[src/rtl/frame_slot_mux_if.sv]
// frame_slot_mux_if -- bundle of the per-channel drawing inputs and the
// selected outputs of frame_slot_mux.
//   master : drives startOfFrame, mode, enableMask, DrawingRequest_in,
//            RGB_in, HitEdgeCode_in; observes the selected outputs.
//   slave  : the mux itself; drives drawingRequest_out, RGBout,
//            HitEdgeCode, activeChannel, slotValid.
interface frame_slot_mux_if #(
  parameter int NUM_CH = 4,
  parameter int RGB_W  = 8,
  parameter int EDGE_W = 4
);
  localparam int CH_W = $clog2(NUM_CH);

  logic                     startOfFrame;
  logic                     mode;
  logic [NUM_CH-1:0]        enableMask;
  logic [NUM_CH-1:0]        DrawingRequest_in;
  logic [NUM_CH*RGB_W-1:0]  RGB_in;
  logic [NUM_CH*EDGE_W-1:0] HitEdgeCode_in;
  logic                     drawingRequest_out;
  logic [RGB_W-1:0]         RGBout;
  logic [EDGE_W-1:0]        HitEdgeCode;
  logic [CH_W-1:0]          activeChannel;
  logic                     slotValid;

  modport master (
    output startOfFrame, mode, enableMask, DrawingRequest_in, RGB_in, HitEdgeCode_in,
    input  drawingRequest_out, RGBout, HitEdgeCode, activeChannel, slotValid
  );

  modport slave (
    input  startOfFrame, mode, enableMask, DrawingRequest_in, RGB_in, HitEdgeCode_in,
    output drawingRequest_out, RGBout, HitEdgeCode, activeChannel, slotValid
  );
endinterface

[src/rtl/frame_slot_mux.sv]
// frame_slot_mux -- selects one of NUM_CH drawing channels per clock and
// registers its request, colour and hit-edge code.
//   clk   : system clock, rising edge
//   reset : asynchronous, active-high
//   bus   : frame_slot_mux_if.slave (strobe, mode, mask, per-channel
//           requests/colours/edge codes in; selected outputs, slot index
//           and slot-valid flag out)
// Rotate mode gives each enabled channel SLOT_FRAMES frames in turn;
// priority mode picks the lowest enabled requesting channel.
module frame_slot_mux #(
  parameter int NUM_CH      = 4,
  parameter int RGB_W       = 8,
  parameter int EDGE_W      = 4,
  parameter int SLOT_FRAMES = 1
) (
  input  logic              clk,
  input  logic              reset,
  frame_slot_mux_if.slave   bus
);
  localparam int CH_W = $clog2(NUM_CH);
  localparam logic [CH_W:0] NUM_CH_V   = (CH_W+1)'(NUM_CH);
  localparam logic [7:0]    LAST_FRAME = 8'(SLOT_FRAMES - 1);

  logic                sof_prev_reg;
  logic [NUM_CH-1:0]   mask_reg;
  logic [7:0]          frame_cnt_reg;
  logic [CH_W-1:0]     active_reg;
  logic                req_reg;
  logic [RGB_W-1:0]    rgb_reg;
  logic [EDGE_W-1:0]   edge_reg;
  logic                valid_reg;

  logic [RGB_W-1:0]    rgb_arr  [NUM_CH];
  logic [EDGE_W-1:0]   edge_arr [NUM_CH];

  logic                frame_event;
  logic [CH_W-1:0]     next_ch;
  logic [CH_W-1:0]     pri_ch;
  logic                pri_hit;
  logic                rot_hit;
  logic [CH_W-1:0]     sel_ch;
  logic                sel_take;

  genvar gi;
  generate
    for (gi = 0; gi < NUM_CH; gi++) begin : g_unpack
      assign rgb_arr[gi]  = bus.RGB_in[gi*RGB_W +: RGB_W];
      assign edge_arr[gi] = bus.HitEdgeCode_in[gi*EDGE_W +: EDGE_W];
    end
  endgenerate

  // Rising edge of the strobe only; a held strobe counts once.
  assign frame_event = bus.startOfFrame & ~sof_prev_reg;

  // Next enabled channel above the current one in the incoming mask,
  // wrapping; stays put if no other channel is enabled.
  always_comb begin
    logic [CH_W:0] idx;
    logic          found;
    next_ch = active_reg;
    found   = 1'b0;
    idx     = '0;
    for (int k = 1; k < NUM_CH; k++) begin
      idx = {1'b0, active_reg} + (CH_W+1)'(k);
      if (idx >= NUM_CH_V) idx = idx - NUM_CH_V;
      if (!found && bus.enableMask[idx[CH_W-1:0]]) begin
        found   = 1'b1;
        next_ch = idx[CH_W-1:0];
      end
    end
  end

  // Lowest-index enabled requester (scan downward so the lowest wins).
  always_comb begin
    pri_ch  = '0;
    pri_hit = 1'b0;
    for (int i = NUM_CH - 1; i >= 0; i--) begin
      if (mask_reg[i] && bus.DrawingRequest_in[i]) begin
        pri_hit = 1'b1;
        pri_ch  = CH_W'(i);
      end
    end
  end

  // Selection always uses the pre-event mask and slot.
  assign rot_hit  = mask_reg[active_reg] & bus.DrawingRequest_in[active_reg];
  assign sel_ch   = bus.mode ? pri_ch : active_reg;
  assign sel_take = (bus.mode ? pri_hit : rot_hit) & (|mask_reg);

  always_ff @(posedge clk or posedge reset) begin
    if (reset) begin
      sof_prev_reg  <= 1'b0;
      mask_reg      <= '1;
      frame_cnt_reg <= '0;
      active_reg    <= '0;
      req_reg       <= 1'b0;
      rgb_reg       <= '0;
      edge_reg      <= '0;
      valid_reg     <= 1'b0;
    end else begin
      sof_prev_reg <= bus.startOfFrame;
      req_reg      <= sel_take;
      rgb_reg      <= sel_take ? rgb_arr[sel_ch]  : '0;
      edge_reg     <= sel_take ? edge_arr[sel_ch] : '0;
      // Registered view of "latched mask has an enabled channel".
      valid_reg    <= frame_event ? (|bus.enableMask) : (|mask_reg);

      if (frame_event) begin
        mask_reg <= bus.enableMask;
        // An all-zero mask freezes both the slot and the frame count.
        if (|bus.enableMask) begin
          if (!bus.enableMask[active_reg] || frame_cnt_reg == LAST_FRAME) begin
            active_reg    <= next_ch;
            frame_cnt_reg <= '0;
          end else begin
            frame_cnt_reg <= frame_cnt_reg + 8'd1;
          end
        end
      end
    end
  end

  assign bus.drawingRequest_out = req_reg;
  assign bus.RGBout             = rgb_reg;
  assign bus.HitEdgeCode        = edge_reg;
  assign bus.activeChannel      = active_reg;
  assign bus.slotValid          = valid_reg;
endmodule

[src/flat_wrapper.sv]
// flat-port wrapper written by rule: the top's interface ports become plain ports
module frame_slot_mux_flat 
#(
  parameter int NUM_CH      = 4,
  parameter int RGB_W       = 8,
  parameter int EDGE_W      = 4,
  parameter int SLOT_FRAMES = 1
)
  (clk, reset, bus_startOfFrame, bus_mode, bus_enableMask, bus_DrawingRequest_in, bus_RGB_in, bus_HitEdgeCode_in, bus_drawingRequest_out, bus_RGBout, bus_HitEdgeCode, bus_activeChannel, bus_slotValid);
  frame_slot_mux_if #(.NUM_CH(NUM_CH), .RGB_W(RGB_W), .EDGE_W(EDGE_W)) bus_i ();
  input  logic clk;
  input  logic reset;
  input wire logic [$bits(bus_i.startOfFrame)-1:0] bus_startOfFrame;
  input wire logic [$bits(bus_i.mode)-1:0] bus_mode;
  input wire logic [$bits(bus_i.enableMask)-1:0] bus_enableMask;
  input wire logic [$bits(bus_i.DrawingRequest_in)-1:0] bus_DrawingRequest_in;
  input wire logic [$bits(bus_i.RGB_in)-1:0] bus_RGB_in;
  input wire logic [$bits(bus_i.HitEdgeCode_in)-1:0] bus_HitEdgeCode_in;
  output wire logic [$bits(bus_i.drawingRequest_out)-1:0] bus_drawingRequest_out;
  output wire logic [$bits(bus_i.RGBout)-1:0] bus_RGBout;
  output wire logic [$bits(bus_i.HitEdgeCode)-1:0] bus_HitEdgeCode;
  output wire logic [$bits(bus_i.activeChannel)-1:0] bus_activeChannel;
  output wire logic [$bits(bus_i.slotValid)-1:0] bus_slotValid;
  assign bus_i.startOfFrame = bus_startOfFrame;
  assign bus_i.mode = bus_mode;
  assign bus_i.enableMask = bus_enableMask;
  assign bus_i.DrawingRequest_in = bus_DrawingRequest_in;
  assign bus_i.RGB_in = bus_RGB_in;
  assign bus_i.HitEdgeCode_in = bus_HitEdgeCode_in;
  assign bus_drawingRequest_out = bus_i.drawingRequest_out;
  assign bus_RGBout = bus_i.RGBout;
  assign bus_HitEdgeCode = bus_i.HitEdgeCode;
  assign bus_activeChannel = bus_i.activeChannel;
  assign bus_slotValid = bus_i.slotValid;
  frame_slot_mux #(.NUM_CH(NUM_CH), .RGB_W(RGB_W), .EDGE_W(EDGE_W), .SLOT_FRAMES(SLOT_FRAMES)) u_core (.clk(clk), .reset(reset), .bus(bus_i));
endmodule
[config.mk]
export PLATFORM = sky130hd
export DESIGN_NAME = frame_slot_mux_flat
export DESIGN_NICKNAME = d
export VERILOG_FILES = /design/src/rtl/frame_slot_mux_if.sv /design/src/rtl/frame_slot_mux.sv /design/src/flat_wrapper.sv
export SDC_FILE = /design/constraint.sdc
export NUM_CORES = 1
export LEC_CHECK = 0
export ABC_CLOCK_PERIOD_IN_PS = 6800
export BUFFER_PORTS_ARGS = -buffer_cell sky130_fd_sc_hd__buf_2
export CAP_MARGIN = 5
export CORE_MARGIN = 2
export CORE_UTILIZATION = 51
export CTS_CLUSTER_DIAMETER = 80
export DETAILED_ROUTE_END_ITERATION = 16
export PLACE_DENSITY = 0.93
export SLEW_MARGIN = 25
export SYNTH_ARGS = -nofsm -noshare
export SYNTH_HDL_FRONTEND = slang
export SYNTH_SLANG_ARGS = --single-unit
[constraint.sdc]
create_clock -name clk -period 6.8 [get_ports clk]
set_clock_uncertainty 0.2 [all_clocks]
set_input_delay 0.34 -clock clk [delete_from_list [all_inputs] [get_ports clk]]
set_output_delay 0.34 -clock clk [all_outputs]
set_load 0.02 [all_outputs]
# Yosys cells after proc, flatten, opt, wreduce, memory -nomap -nowiden
# Cells that the tools add are included.
dict set report word_totals {
  output_inout_bits 16
  wordCells 84
  latch_bits 0
  memories 0
  input_bits 60
  ramBits 0
  romBits 0
  ff_bits 29
}
dict set report classes {
  div 0
  n_lt_le_gt_ge 8
  bitwise_logic 5
  mux 40
  n_shift 0
  multipliers 0
  n_reduce_logical 16
  eq_ne 0
  add_sub_neg 7
}
# op n
set ops {}
lappend ops {{$mux 8} 4}
lappend ops {{$mux 2} 11}
lappend ops {{$bmux 8 s2} 1}
lappend ops {{$mux 1} 14}
lappend ops {{$bmux 1 s2} 6}
lappend ops {{$ge 3x3->1 const B} 4}
lappend ops {{$lt 2x3->1 const B} 4}
lappend ops {{$mux 4} 3}
lappend ops {{$add 8x1->8 const B} 1}
lappend ops {{$bmux 4 s2} 1}
lappend ops {{$logic_not 8->1} 1}
lappend ops {{$reduce_or 4->1} 2}
lappend ops {{$add 2x2->3 const B} 2}
lappend ops {{$logic_and 1x1->1} 6}
lappend ops {{$sub 2x1->2 const B} 3}
lappend ops {{$reduce_and 4->1} 1}
lappend ops {{$add 2x1->3 const B} 1}
lappend ops {{$and 1x1->1} 3}
lappend ops {{$logic_not 1->1} 3}
lappend ops {{$not 2->3} 1}
lappend ops {{$reduce_bool 3->1} 1}
lappend ops {{$reduce_and 2->1} 1}
lappend ops {{$logic_or 1x1->1} 1}
lappend ops {{$not 1->1} 1}

# Depth between registers and ports, before layout
dict set report depth {
  depth_word 13
  mapped_depth 7
  mapped_depth_nobuf 7
}

# Worst setup path after synthesis
# No wires, ideal clock.
dict set report synth_timing {
  path_kind {register to register}
  startpoint {register u_core.frame_cnt_reg[0]}
  endpoint {register u_core.active_reg[1] (netlist: u_core.bus.activeChannel[1])}
  stages_incl_launch_ff 7
  synth_period_minus_slack_ps 2348
  setup_ps 127
  required_time_ps 6473
  path_slack_ps 4452
  path_buffers 0
  arrival_ps 2021
  path_cell_list {dfrtp_1 > inv_1 > ha_1 > or4b_4 > o41ai_4 > o2111a_2 > mux2_1}
}
dict set report synth_via {
  elab_chain_cells 3
}
# element line
set synth_rtl {}
lappend synth_rtl {{from (decl)} frame_slot_mux.sv:26} ;# logic [7:0] frame_cnt_reg;
lappend synth_rtl {{from (signal assigned)} frame_slot_mux.sv:116} ;# frame_cnt_reg <= frame_cnt_reg + 8'd1;
lappend synth_rtl {{$logic_not 8->1} frame_slot_mux.sv:112} ;# if (!bus.enableMask[active_reg] || frame_cnt_reg == LAST_FRAME) begin
lappend synth_rtl {{$logic_or 1x1->1} frame_slot_mux.sv:112}
lappend synth_rtl {{$reduce_and 4->1 (no line)} n/a}
lappend synth_rtl {{to (signal assigned)} frame_slot_mux.sv:113} ;# active_reg <= next_ch;
lappend synth_rtl {{to (decl)} frame_slot_mux.sv:27} ;# logic [CH_W-1:0] active_reg;
# No other way between the ends.
# A chain may end at the register's enable or synchronous reset.

# Worst setup path in the final report
# Same ends and word-level chain as after synthesis.

==> flow_summary.yaml <==
placed_design:
  place.port_buffers: 75
  dp_hpwl_mm: 3.35
  gp_congestion: 0.896
  dpl-instance-area_um2: 2160
critical_path:
  required_ns: 6.82
  r2r-start: "u_core.frame_cnt_reg[0]$_DFFE_PP0N_"
  arrival_ns: 2.62
  rr_worst_depth: 6
  worst_setup_path_start_kind: "flip-flop"
  r2r_slack_ns: 4.20
  cp_max_fo: 10
  endpoint_kind: "flip-flop"
  startpoint: "u_core.frame_cnt_reg[0]$_DFFE_PP0N_"
  crit_type: "reg -> reg"
  r2r_end: "u_core.bus.activeChannel[1]$_DFFE_PP0P_"
min_path:
  min_to: "u_core.mask_reg[2]$_DFFE_PP1P_"
  min_from: "bus_enableMask[2]"
  hold_depth: 2
  hold_class: "in -> reg"
finish:
  final_layout_size_suffix_gt1_share_pct: 51.7
  mostFrequentLayoutCell: "buf_2"
  nets: 291
  antenna_cells: 0
  layout_common_cells: "buf_2 (75), dfrtp_1 (25), nor2b_1 (13), mux4_2 (13), o21ai_0 (12)"
  final_cell_area_um2: 2300
  area_growth_pct: 29.8
timing:
  slew_headroom_pct: 56.2
  timing.setup.tns_ns: 0
  hold_viol_final: 0
  finalCritPeriodShare_pct: 38.2
  worst_pin_slew_ns: 0.657
  setup_viol: 0
  rsz0062_at_grt: "no"
  period_needed_ns: 2.60
  slew_violations: 0
  fmax_mhz: 385
global_routing:
  grt_overflow: 0
  grt_max_degree: 30
  antenna_found_initial: 0
  grt_usage_pct: 26.3
  grt_pass1_wl_mm: 7.74
  grt_pass1_vias: 1627
synth:
  synth_edf_count: 0
  synthFlopType: "dfrtp_1"
  avgSynthCellArea_um2: 11.7
  synth_top_area_share_pct: 35.3
  yosys.area.top_type: "dfrtp_1"
  synth.distinct_cells: 44
  yosysSeqAreaShare_pct: 41.2
  synth-seq-cells: 29
  synth.area.top_cells: "dfrtp_1 (35%), mux4_2 (17%), dfstp_2 (5.9%)"
  synth_nets: 213
  syn-instance-count: 151
  syn-cell-area_um2: 1770
  yosysWarnings: 0
  async_flop_share_pct: 100
drt:
  first_pass_iters: 4
  viasPerCell: 5.78
  num_vias: 1595
  first_iter_violations: 143
  remaining_drc_errors: 0
  wl_mm: 4.75
  wl_per_cell_um: 17.2
  ant_nets: 0
die:
  fp-row-count: 21
  initial_core_util_pct: 53.2
  core_um2: 3340
  die_y_um: 63.0
  die_width_um: 63.0
  pin_count: 76
  dieArea_um2: 3970
power:
  p_leak_nw: 1.08
  power_density_nw_per_um2: 316
  vdd_drop_max_v: 0.000250
clock_network:
  cts_num_sinks: 29
  cts_buffer_depth: 2
  clk_pin_slew_worst_paths_ns: 0.10
  worstSkewPairLatency_ns: 0.33
  cts_buffers: 5
  htree_levels: 2
  clock-root-buffer: "clkbuf_4"
  cts_tree: "done"
job:
  drv_cap: 0
status:
  status: "completed"
-- report_power, final --
part / internal [mW] / switching, mW / leakage [nW] / total [mW]
clock network: 0.114 / 0.0662 / 0.0552 / 0.180
registers: 0.212 / 0.0375 / 0.366 / 0.249
logic: 0.146 / 0.152 / 0.658 / 0.297
-- timing repair --
| item | CTS | global route |
|---|---|---|
| hold buffers | 2 | 0 |
| resized for setup | 0 | 0 |
| buffers inserted | 0 | 0 |
| hold endpoints to repair | 26 | 0 |
-- worst max-delay path: stages, from the launching register on --
cell and delay [ns]:
dfrtp_1 0.46, inv_1 0.09, ha_1 0.13, or4b_4 0.46, o41ai_4 0.49, o2111a_2 0.34, mux2_1 0.32
-- cell type report --
class                   instances  area [um2]
clock buffers                   5        37.5
clock inverters                 3        65.1
fillers                       242        1030
inverters                       8        30.0
multi-input cells             106         971
flip-flops and latches         29         731
well taps                      46        57.6
repair buffers                 79         410
-- worst max-delay path by stage --
stage | to
floorplan | u_core.bus.activeChannel[1]$_DFFE_PP0P_
CTS | u_core.bus.HitEdgeCode[2]$_DFF_PP0_
global placement | u_core.bus.HitEdgeCode[2]$_DFF_PP0_
finish | u_core.bus.activeChannel[1]$_DFFE_PP0P_
global route | u_core.bus.HitEdgeCode[2]$_DFF_PP0_
detailed placement | u_core.bus.HitEdgeCode[2]$_DFF_PP0_
-- cell families (layout without fill, tap and decap cells) --
| logic type | count (synthesis) | in the layout | synth area share (%) |
|---|---|---|---|
| buf+inv | 16 | 95 | 5.43 |
| flops | 29 | 29 | 41.2 |
| fa+ha+maj | 2 | 2 | 1.41 |
| compound gates | 33 | 33 | 13.5 |
| simple gates | 51 | 51 | 16.8 |
| mux | 19 | 19 | 21.2 |
| xor+xnor | 1 | 1 | 0.494 |
-- synthesized netlist by cell type, types with 2 or more instances --
master / number
nor2_1: 6
nor2b_1: 13
nor4b_1: 2
inv_1: 8
dfstp_2: 4
mux2_2: 4
nor3_1: 4
o31ai_1: 4
buf_4: 3
buf_6: 2
dfrtp_1: 25
a221oi_1: 2
o21ai_0: 12
clkbuf_1: 2
a21oi_1: 3
and2b_2: 3
nand3_1: 4
ha_1: 2
nand2_1: 10
mux4_2: 13
o22ai_1: 2
-- through the flow --
step                hold slack, ns  cells  total power [mW]  worst slack [ns]  utilization (%)
global placement             0.257    266             0.526              4.19             64.8
floorplan                    0.171    151             0.468              4.45                -
global route                 0.155    276             0.766              4.08             69.0
CTS                          0.135    276             0.721              4.03             68.5
finish                       0.154    276             0.727              4.20             69.0
detailed placement           0.245    266             0.537              4.06             64.8
-- metal layers --
metal | GRT usage, % | vias to the layer above | wire length, um
li1 | - | 728 | -
met1 | 30.1 | 760 | 1750
met2 | 42.3 | 83 | 2490
met3 | 6.85 | 24 | 258
met4 | 19.4 | 0 | 255
met5 | 0 | - | 0
(Power assumes the default switching activity.)
